<file path="src/rtl/pipe_adder_pkg.sv">
// Shared helpers for the pipelined add/subtract unit.
// Covers chunk sizing and the legality test for the WIDTH/STAGES pair.
package pipe_adder_pkg;

  function automatic int chunk_w(input int width, input int stages);
    return width / stages;
  endfunction

  function automatic bit cfg_ok(input int width, input int stages);
    return (stages >= 1) && (stages <= width) && ((width % stages) == 0);
  endfunction

endpackage

</file>
<file path="src/rtl/pipe_adder_if.sv">
// Operand/result handshake bundle for pipe_adder.
// The master drives operands and out_ready; the slave (the adder) drives the rest.
interface pipe_adder_if #(
  parameter int WIDTH = 32
);
  import pipe_adder_pkg::*;

  logic             in_valid;
  logic             in_ready;
  logic [WIDTH-1:0] in_a;
  logic [WIDTH-1:0] in_b;
  logic             in_cin;
  logic             in_sub;
  logic             out_valid;
  logic             out_ready;
  logic [WIDTH-1:0] out_sum;
  logic             out_cout;
  logic             out_ovf;

  modport master (
    output in_valid, in_a, in_b, in_cin, in_sub, out_ready,
    input  in_ready, out_valid, out_sum, out_cout, out_ovf
  );

  modport slave (
    input  in_valid, in_a, in_b, in_cin, in_sub, out_ready,
    output in_ready, out_valid, out_sum, out_cout, out_ovf
  );
endinterface

</file>
<file path="src/rtl/pipe_adder_stage.sv">
// One chunk of the ripple pipeline.
// Adds a CW-bit slice plus the carry and registers both the sum and the carry-out.
module pipe_adder_stage
  import pipe_adder_pkg::*;
#(
  parameter int CW = 8
) (
  input  logic          clk,
  input  logic          rst_n,
  input  logic          i_en,
  input  logic [CW-1:0] i_a,
  input  logic [CW-1:0] i_b,
  input  logic          i_cin,
  output logic [CW-1:0] o_sum,
  output logic          o_cout
);
  logic [CW:0]   w_full;
  logic [CW-1:0] r_sum;
  logic          r_cout;

  assign w_full = {1'b0, i_a} + {1'b0, i_b} + {{CW{1'b0}}, i_cin};

  always_ff @(posedge clk or negedge rst_n) begin
    if (!rst_n) begin
      r_sum  <= '0;
      r_cout <= 1'b0;
    end else if (i_en) begin
      r_sum  <= w_full[CW-1:0];
      r_cout <= w_full[CW];
    end
  end

  assign o_sum  = r_sum;
  assign o_cout = r_cout;
endmodule

</file>
<file path="src/rtl/pipe_adder.sv">
// Pipelined WIDTH-bit add/subtract unit with one chunk added per stage.
// A single global stall holds every stage whenever the result is not being taken.
module pipe_adder
  import pipe_adder_pkg::*;
#(
  parameter int WIDTH    = 32,
  parameter int STAGES   = 4,
  parameter int SATURATE = 0
) (
  input logic         clk,
  input logic         rst_n,
  pipe_adder_if.slave bus
);
  localparam int CW     = chunk_w(WIDTH, STAGES);
  localparam bit CFG_OK = cfg_ok(WIDTH, STAGES);

  if (!CFG_OK) begin : g_cfg_err
    $error("pipe_adder: STAGES must divide WIDTH and lie in 1..WIDTH");
  end

  logic              w_adv;
  logic [WIDTH-1:0]  w_b_eff;
  logic [WIDTH-1:0]  w_ca;
  logic [WIDTH-1:0]  w_cb;
  logic [WIDTH-1:0]  w_sums;
  logic [WIDTH-1:0]  w_raw;
  logic [STAGES-1:0] w_ci;
  logic [STAGES-1:0] w_co;
  logic [STAGES-1:0] r_valid;
  logic [STAGES-1:0] r_sub;
  logic              r_sa;
  logic              r_sb;

  // Subtraction is A + ~B + !cin, so B and the carry are conditioned on entry.
  assign w_b_eff      = bus.in_sub ? ~bus.in_b : bus.in_b;
  assign w_adv        = !r_valid[STAGES-1] || bus.out_ready;
  assign bus.in_ready = w_adv;

  always_ff @(posedge clk or negedge rst_n) begin
    if (!rst_n) begin
      r_valid <= '0;
      r_sub   <= '0;
      r_sa    <= 1'b0;
      r_sb    <= 1'b0;
    end else if (w_adv) begin
      r_valid[0] <= bus.in_valid;
      r_sub[0]   <= bus.in_sub;
      for (int k = 1; k < STAGES; k++) begin
        r_valid[k] <= r_valid[k-1];
        r_sub[k]   <= r_sub[k-1];
      end
      r_sa <= w_ca[WIDTH-1];
      r_sb <= w_cb[WIDTH-1];
    end
  end

  for (genvar gi = 0; gi < STAGES; gi++) begin : g_stage
    if (gi == 0) begin : g_first
      assign w_ca[CW-1:0] = bus.in_a[CW-1:0];
      assign w_cb[CW-1:0] = w_b_eff[CW-1:0];
      assign w_ci[0]      = bus.in_sub ^ bus.in_cin;
    end else begin : g_next
      assign w_ca[gi*CW +: CW] = g_skew[gi-1].r_a[CW-1:0];
      assign w_cb[gi*CW +: CW] = g_skew[gi-1].r_b[CW-1:0];
      assign w_ci[gi]          = w_co[gi-1];
    end

    pipe_adder_stage #(.CW(CW)) u_stage (
      .clk    (clk),
      .rst_n  (rst_n),
      .i_en   (w_adv),
      .i_a    (w_ca[gi*CW +: CW]),
      .i_b    (w_cb[gi*CW +: CW]),
      .i_cin  (w_ci[gi]),
      .o_sum  (w_sums[gi*CW +: CW]),
      .o_cout (w_co[gi])
    );
  end

  // r_a/r_b hold the not-yet-added upper chunks for the beat in stage gi;
  // r_lo holds the finished low chunks for the beat in stage gi+1.
  for (genvar gi = 0; gi < STAGES - 1; gi++) begin : g_skew
    localparam int SW = WIDTH - (gi + 1) * CW;
    logic [SW-1:0]          r_a;
    logic [SW-1:0]          r_b;
    logic [SW-1:0]          w_a_nx;
    logic [SW-1:0]          w_b_nx;
    logic [(gi+1)*CW-1:0]   r_lo;
    logic [(gi+1)*CW-1:0]   w_lo_nx;

    if (gi == 0) begin : g_first
      assign w_a_nx  = bus.in_a[WIDTH-1:CW];
      assign w_b_nx  = w_b_eff[WIDTH-1:CW];
      assign w_lo_nx = w_sums[CW-1:0];
    end else begin : g_next
      assign w_a_nx  = g_skew[gi-1].r_a[SW+CW-1:CW];
      assign w_b_nx  = g_skew[gi-1].r_b[SW+CW-1:CW];
      assign w_lo_nx = {w_sums[gi*CW +: CW], g_skew[gi-1].r_lo};
    end

    always_ff @(posedge clk or negedge rst_n) begin
      if (!rst_n) begin
        r_a  <= '0;
        r_b  <= '0;
        r_lo <= '0;
      end else if (w_adv) begin
        r_a  <= w_a_nx;
        r_b  <= w_b_nx;
        r_lo <= w_lo_nx;
      end
    end
  end

  if (STAGES == 1) begin : g_out_one
    assign w_raw = w_sums;
  end else begin : g_out_cat
    assign w_raw = {w_sums[WIDTH-1 -: CW], g_skew[STAGES-2].r_lo};
  end

  // Clamping uses the final carry, so it is applied after the last register.
  always_comb begin
    bus.out_sum = w_raw;
    if ((SATURATE != 0) && !r_sub[STAGES-1] && w_co[STAGES-1]) begin
      bus.out_sum = '1;
    end else if ((SATURATE != 0) && r_sub[STAGES-1] && !w_co[STAGES-1]) begin
      bus.out_sum = '0;
    end
  end

  assign bus.out_valid = r_valid[STAGES-1];
  assign bus.out_cout  = w_co[STAGES-1];
  assign bus.out_ovf   = (r_sa == r_sb) && (w_raw[WIDTH-1] != r_sa);
endmodule

</file>
<file path="src/flat_wrapper.sv">
// flat-port wrapper written by rule: the top's interface ports become plain ports
module pipe_adder_flat import pipe_adder_pkg::*;
#(
  parameter int WIDTH    = 32,
  parameter int STAGES   = 4,
  parameter int SATURATE = 0
)
  (clk, rst_n, bus_in_valid, bus_in_a, bus_in_b, bus_in_cin, bus_in_sub, bus_out_ready, bus_in_ready, bus_out_valid, bus_out_sum, bus_out_cout, bus_out_ovf);
  pipe_adder_if #(.WIDTH(WIDTH)) bus_i ();
  input logic clk;
  input logic rst_n;
  input wire logic [$bits(bus_i.in_valid)-1:0] bus_in_valid;
  input wire logic [$bits(bus_i.in_a)-1:0] bus_in_a;
  input wire logic [$bits(bus_i.in_b)-1:0] bus_in_b;
  input wire logic [$bits(bus_i.in_cin)-1:0] bus_in_cin;
  input wire logic [$bits(bus_i.in_sub)-1:0] bus_in_sub;
  input wire logic [$bits(bus_i.out_ready)-1:0] bus_out_ready;
  output wire logic [$bits(bus_i.in_ready)-1:0] bus_in_ready;
  output wire logic [$bits(bus_i.out_valid)-1:0] bus_out_valid;
  output wire logic [$bits(bus_i.out_sum)-1:0] bus_out_sum;
  output wire logic [$bits(bus_i.out_cout)-1:0] bus_out_cout;
  output wire logic [$bits(bus_i.out_ovf)-1:0] bus_out_ovf;
  assign bus_i.in_valid = bus_in_valid;
  assign bus_i.in_a = bus_in_a;
  assign bus_i.in_b = bus_in_b;
  assign bus_i.in_cin = bus_in_cin;
  assign bus_i.in_sub = bus_in_sub;
  assign bus_i.out_ready = bus_out_ready;
  assign bus_in_ready = bus_i.in_ready;
  assign bus_out_valid = bus_i.out_valid;
  assign bus_out_sum = bus_i.out_sum;
  assign bus_out_cout = bus_i.out_cout;
  assign bus_out_ovf = bus_i.out_ovf;
  pipe_adder #(.WIDTH(WIDTH), .STAGES(STAGES), .SATURATE(SATURATE)) u_core (.clk(clk), .rst_n(rst_n), .bus(bus_i));
endmodule
</file>
<file path="config.mk">
export PLATFORM = sky130hd
export DESIGN_NAME = pipe_adder_flat
export DESIGN_NICKNAME = d
export VERILOG_FILES = /design/src/rtl/pipe_adder_pkg.sv /design/src/rtl/pipe_adder_if.sv /design/src/rtl/pipe_adder_stage.sv /design/src/rtl/pipe_adder.sv /design/src/flat_wrapper.sv
export SDC_FILE = /design/constraint.sdc
export NUM_CORES = 1
export LEC_CHECK = 0
export ABC_AREA = 0
export ABC_CLOCK_PERIOD_IN_PS = 5300
export CORE_ASPECT_RATIO = 0.9
export CORE_UTILIZATION = 60
export CTS_CLUSTER_SIZE = 14
export DETAILED_ROUTE_END_ITERATION = 6
export PLACE_DENSITY = 0.85
export SLEW_MARGIN = 20
export SYNTH_ARGS = -nofsm -noshare
export SYNTH_HDL_FRONTEND = slang
export SYNTH_SLANG_ARGS = --single-unit
</file>
<file path="constraint.sdc">
create_clock -name clk -period 5.3 [get_ports clk]
set_clock_uncertainty 0.2 [all_clocks]
set_input_delay 0.795 -clock clk [delete_from_list [all_inputs] [get_ports clk]]
set_output_delay 0.795 -clock clk [all_outputs]
set_load 0.005 [all_outputs]
</file>
* Yosys cells after proc, flatten, opt, wreduce, memory -nomap -nowiden *
Cells that the tools add are included.

storage, ports and cells
  flip-flop bits (word level) = 186
  input port bits = 70
  output and inout bits = 36
  logic and storage cells = 36

operators by class
  add/subtract/negate cells = 8
  eq/ne operators = 2
  multiplexer cells = 1
  bitwise logic cells = 2
  reduce and logical (&&, ||, !) cells = 3

operators by type and width
  kind                 number
  $add A8 B8 Y9        4
  $add A9 B1 Y9        4
  $mux W32             1
  $not A32 Y32         1
  $eq A1 B1 Y1         1
  $logic_and A1 B1 Y1  1
  $logic_not A1 Y1     1
  $logic_or A1 B1 Y1   1
  $ne A1 B1 Y1         1
  $xor A1 B1 Y1        1

* Longest topological paths before layout *
  depth in word-level cells = 4
  mapped depth = 10
  gate-level depth less buffers = 8

* Hierarchy *
A second synthesis with hierarchy kept.

second synthesis, totals
  cell total of the unflattened synthesis = 654
  area, all modules = 9,121.2 um^2

modules (own cells, without submodules)
  module                                             times used  cells each  area an instance (um^2)  sequential area each (um^2)
  pipe_adder                                         1           358         6,261.0                  3,753.6
  pipe_adder_stage at u_core.g_stage[1].u_stage ...  2           73          721.9                    225.2
  pipe_adder_stage at u_core.g_stage[3].u_stage      1           75          714.4                    225.2
  pipe_adder_stage at u_core.g_stage[0].u_stage      1           75          701.9                    225.2

* Least setup slack after synthesis *
No wires, ideal clock.

  path kind = input port to flip-flop
  from = input bus_in_sub
  to = register u_core.g_stage[0].u_stage.r_sum[6]
  setup time = 0.069 ns
  arrival time = 2.746 ns
  data required time = 5.031 ns
  setup slack = 2.286 ns
  stages on the path = 10
  buffers on the path = 2
  path through = buf_2 -> buf_2 -> xor2_1 -> fa_1 -> inv_1 -> fa_1 -> nor2b_1 -> o31a_1 -> or3_1 -> nand3_1

on the way
  cells in the longest elaborated chain, start to end = 3
  elaborated cells between the ends (all ways) = 4
  those cells by class = 2 x add/sub; 1 x mux; 1 x bitwise

RTL lines
  item                    line                    RTL
  start: declaration      flat_wrapper.sv:16      input wire logic [$bits(bus_i.in_sub)-1:0] bus_in_sub;
  $mux W32                pipe_adder.sv:35        assign w_b_eff = bus.in_sub ? ~bus.in_b : bus.in_b;
  $add A8 B8 Y9           pipe_adder_stage.sv:21  assign w_full = {1'b0, i_a} + {1'b0, i_b} + {{CW{1'b0}}, i_cin};
  $add A9 B1 Y9 (*)       pipe_adder_stage.sv:21
  end signal: assignment  pipe_adder_stage.sv:28  r_sum <= w_full[CW-1:0];
  end: declaration        pipe_adder_stage.sv:18  logic [CW-1:0] r_sum;

Every way passes the cells marked *; elsewhere a longest branch is shown, timed or not.
A chain may end at the register's enable or synchronous reset.

* Worst setup path in the final report *
  from = input bus_out_ready
  to = output bus_in_ready

on the way
  cells in the longest elaborated chain, start to end = 1

RTL lines
  item                line                RTL
  start: declaration  flat_wrapper.sv:17  input wire logic [$bits(bus_i.out_ready)-1:0] bus_out_ready;
  $logic_or A1 B1 Y1  pipe_adder.sv:36    assign w_adv = !r_valid[STAGES-1] || bus.out_ready;
  end: declaration    flat_wrapper.sv:18  output wire logic [$bits(bus_i.in_ready)-1:0] bus_in_ready;

Every way passes these cells.

==> flow_summary.toml <==
[synthesis]
synth_ff_type = "dfrtp_1"
synth_top_cell_area_share_pct = 53.7
netlist_instances = 937
yosysTopAreaCell = "dfrtp_1"
syn_avg_cell_area_um2 = 9.25
ys_ff_latch = 186
synth_edf_count = 0
syn-num-nets = 1043
yosys-top-cells-area = "dfrtp_1 54%, nand2_1 19%, ha_1 4.0%"
yosysWarningCount = 0
syn_area_mm2 = 0.00867
synth.yosys.seq_area_share_pct = 53.7
postSynth.asyncResetShare_pct = 100
synth_cell_types = 38

[power]
p_sw_share_pct = 35.2
cellLeakagePower_nw = 5.00
ir_worst_vdd_uv = 317
power.internal_mw = 3.91
clkPwrFrac_pct = 21.4
comb_power_share_pct = 38.3
seqPwrFrac_pct = 40.3
switching_power_mw = 2.13
power_density_mw_per_mm2 = 582

[route]
viasPerCell = 5.23
via_count = 6412
drt_iter0_drc = 580
postRouteAntennaNets = 0
routed_wl_um = 16400
avgRoutedWirePerCell_um = 13.4
dr.pass1.iters = 5
drc = 0

[clock_network]
post_cts_buffers = 0
cts_resized = 0
cts_hold_buf = 0
clock-sinks = 186
cts_inserted_buffers = 17
cts_tree = "done"
clock_path_buffers = 2
cts_root_buffer = "clkbuf_16"
htreeDepth = 4
clk_pin_slew_ns = 0.07
insertion_delay_ns = 0.44

[critical_path]
crit_path_end_kind = "primary output"
crit_path_max_incr_delay_ns = 0.61
cp.required_ns = 4.30
criticalPathCategory = "in2out"
critical_path.cell_chain = "clkdlybuf4s50_1 > nor2b_4 > inv_4 > clkdlybuf4s50_1"
start_kind = "primary input"
arrival_ns = 2.42
cpLargestDelayFamily = "buffers and inverters"
cpMaxStageDelayCell = "clkdlybuf4s50_1"
path_common_cell = "clkdlybuf4s50_1"
crit_buf_inv = 3
crit_fanout = 65

[cells_and_area]
num-fill-cells = 1040
fin_util_pct = 73.8
syn_to_final_growth_pct = 19.6
finalNetCount = 1125
insertedDiodeCount = 0
layout-drive-gt1-share_pct = 4.17

[timing]
fmax_mhz = 293
worst_pin_slew_ns = 0.938
drv_slew = 0
period_share_pct = 64.5
relSlewSlack_pct = 37.5
fin_crit_ns = 3.42
fin_tns_setup_ns = 0
setup-violations-final = 0
hold_viol = 0
timing.hold.ws_ns = 0.246
grt_setup_unrepaired = "false"
setup_slack_ns = 1.88

[global_route]
grt_pass1_vias = 6033
antenna_found_initial = 0
grt_pass1_wl_um = 28200
grt_overflow_total = 0
grt_max_degree = 246
track_usage_pct = 24.4

[die]
coreArea_mm2 = 0.0141
ios = 106
dieArea_mm2 = 0.0149
fp.dieH_um = 116
die-width_um = 129
start_util_pct = 61.7
num_rows = 41

[placed_design]
numPortBuffers = 105
gp_congestion = 0.833
dp_hpwl_um = 10600
dp_slack_ns = 1.84

[hold_path]
hold_path_class = "in2async"

[run]
maxCapViolCount = 0

[outcome]
status = "finished, final reports clean"
-- metal layers --
layer	global-route usage (%)	wire length [um]	up-vias
met5	0	0	-
met4	8.94	243	0
met3	5.12	499	18
met2	38.1	7840	104
met1	34.0	7790	3047
li1	-	-	3243
-- worst register-to-register path: cells and delay by family (launching register included) --
family	cells	cell delay [ns]
adders and majority gates	2	1.04
DFF	1	0.41
and+or+nand+nor	1	0.09
AOI/OAI and AO/OA	3	0.83
-- cells in the final DEF, fill, tap and decap left out, types with 2 or more instances in the layout --
cell type / Yosys / final
o31ai_1: 8 / 8
xor2_1: 10 / 10
nor4b_1: 3 / 3
nand2b_1: 7 / 7
nand3_1: 5 / 5
clkinv_2: 0 / 5
mux2i_1: 7 / 7
xnor2_1: 27 / 27
clkinvlp_4: 0 / 2
nand2_1: 438 / 438
inv_1: 4 / 4
o22a_1: 3 / 3
fa_1: 8 / 8
ha_1: 28 / 28
nor2_1: 7 / 7
clkdlybuf4s50_1: 0 / 103
a21oi_1: 7 / 7
o21bai_1: 7 / 7
o21ai_0: 48 / 48
bufinv_16: 0 / 3
clkbuf_8: 0 / 3
a211oi_1: 16 / 16
nor3_1: 8 / 8
a211oi_2: 3 / 3
or3_1: 3 / 3
clkinv_4: 0 / 2
or4b_1: 4 / 4
nor4_1: 2 / 2
buf_4: 0 / 4
o21a_1: 6 / 6
dfrtp_1: 186 / 186
o31a_1: 7 / 7
nor3b_1: 20 / 20
a221oi_1: 3 / 3
clkbuf_16: 0 / 17
a21o_1: 8 / 8
-- cell families (layout without fill, tap and decap cells) --
group | after synthesis | after routing | share of synthesized area [%]
xor gates and xnor gates | 37 | 37 | 3.74
buffers and inverters | 52 | 147 | 3.05
adders and majority gates | 36 | 36 | 5.89
AOI/OAI and AO/OA | 119 | 119 | 9.14
and+or+nand+nor | 500 | 500 | 23.7
muxes | 7 | 7 | 0.808
DFF | 186 | 186 | 53.7
-- Yosys cell counts (all sizes together), types with 2 or more instances --
master	n
nand2	438
dfrtp	186
o21ai	48
buf	45
ha	28
xnor2	27
nor3b	20
a211oi	19
xor2	10
a21o	8
fa	8
nor3	8
o31ai	8
a21oi	7
mux2i	7
nand2b	7
nor2	7
o21bai	7
o31a	7
o21a	6
inv	5
nand3	5
or4b	4
a221oi	3
nor4b	3
o22a	3
or3	3
clkbuf	2
nor2b	2
nor4	2
-- stage by stage --
step                cells  instance area, um^2  power, mW
floorplan             937                 8670       4.02
global placement     1193                 9770       4.65
detailed placement   1193                 9770       4.76
CTS                  1225                10400       6.07
global route         1225                10400       6.53
finish               1225                10400       6.04
-- cell type report --
type / instances / area, um^2 / share of cell area (%)
flip-flops and latches: 186 / 4650 / 44.9
multi-input cells: 699 / 3750 / 36.2
repair buffers: 110 / 1100 / 10.6
clock buffers: 20 / 457 / 4.40
well taps: 193 / 241 / 2.33
clock inverters: 12 / 148 / 1.42
inverters: 5 / 21.3 / 0.205
-- power by group through the flow --
stage | sequential [mW] | clock, mW | combinational, mW
2_1_floorplan | 2.37 | 0 | 1.65
3_3_place_gp | 2.43 | 0 | 2.22
3_5_place_dp | 2.45 | 0 | 2.31
4_1_cts | 2.43 | 1.31 | 2.32
5_1_grt | 2.51 | 1.37 | 2.65
6_report | 2.43 | 1.29 | 2.31
-- worst paths after layout --
check	from	endpoint	slack, ns	cells after the start
setup / recovery	bus_out_ready	bus_in_ready	1.88	4
min in group clk	u_core.r_valid[2]$_DFFE_PN0P_	u_core.r_valid[2]$_DFFE_PN0P_	0.26	2
max in group asynchronous	rst_n	u_core.g_skew[1].r_lo[15]$_DFFE_PN0P_	3.60	2
setup reg to reg	u_core.g_stage[2].u_stage.o_cout$_DFFE_PN0P_	u_core.g_stage[3].u_stage.o_cout$_DFFE_PN0P_	2.60	6
hold reg to reg	u_core.r_valid[2]$_DFFE_PN0P_	u_core.r_valid[2]$_DFFE_PN0P_	0.26	2
hold / removal	rst_n	u_core.g_skew[2].r_lo[8]$_DFFE_PN0P_	0.25	1
-- flip-flops by register name, summed over array words and instances (netlist names) --
signal,flops
u_core.g_skew.r_a,48
u_core.g_skew.r_b,48
u_core.g_skew.r_lo,48
u_core.g_stage.u_stage.o_sum,32
u_core.g_stage.u_stage.o_cout,4
u_core.r_valid,4
u_core.r_sa,1
u_core.r_sb,1
Power figures use the tool's default switching activity.
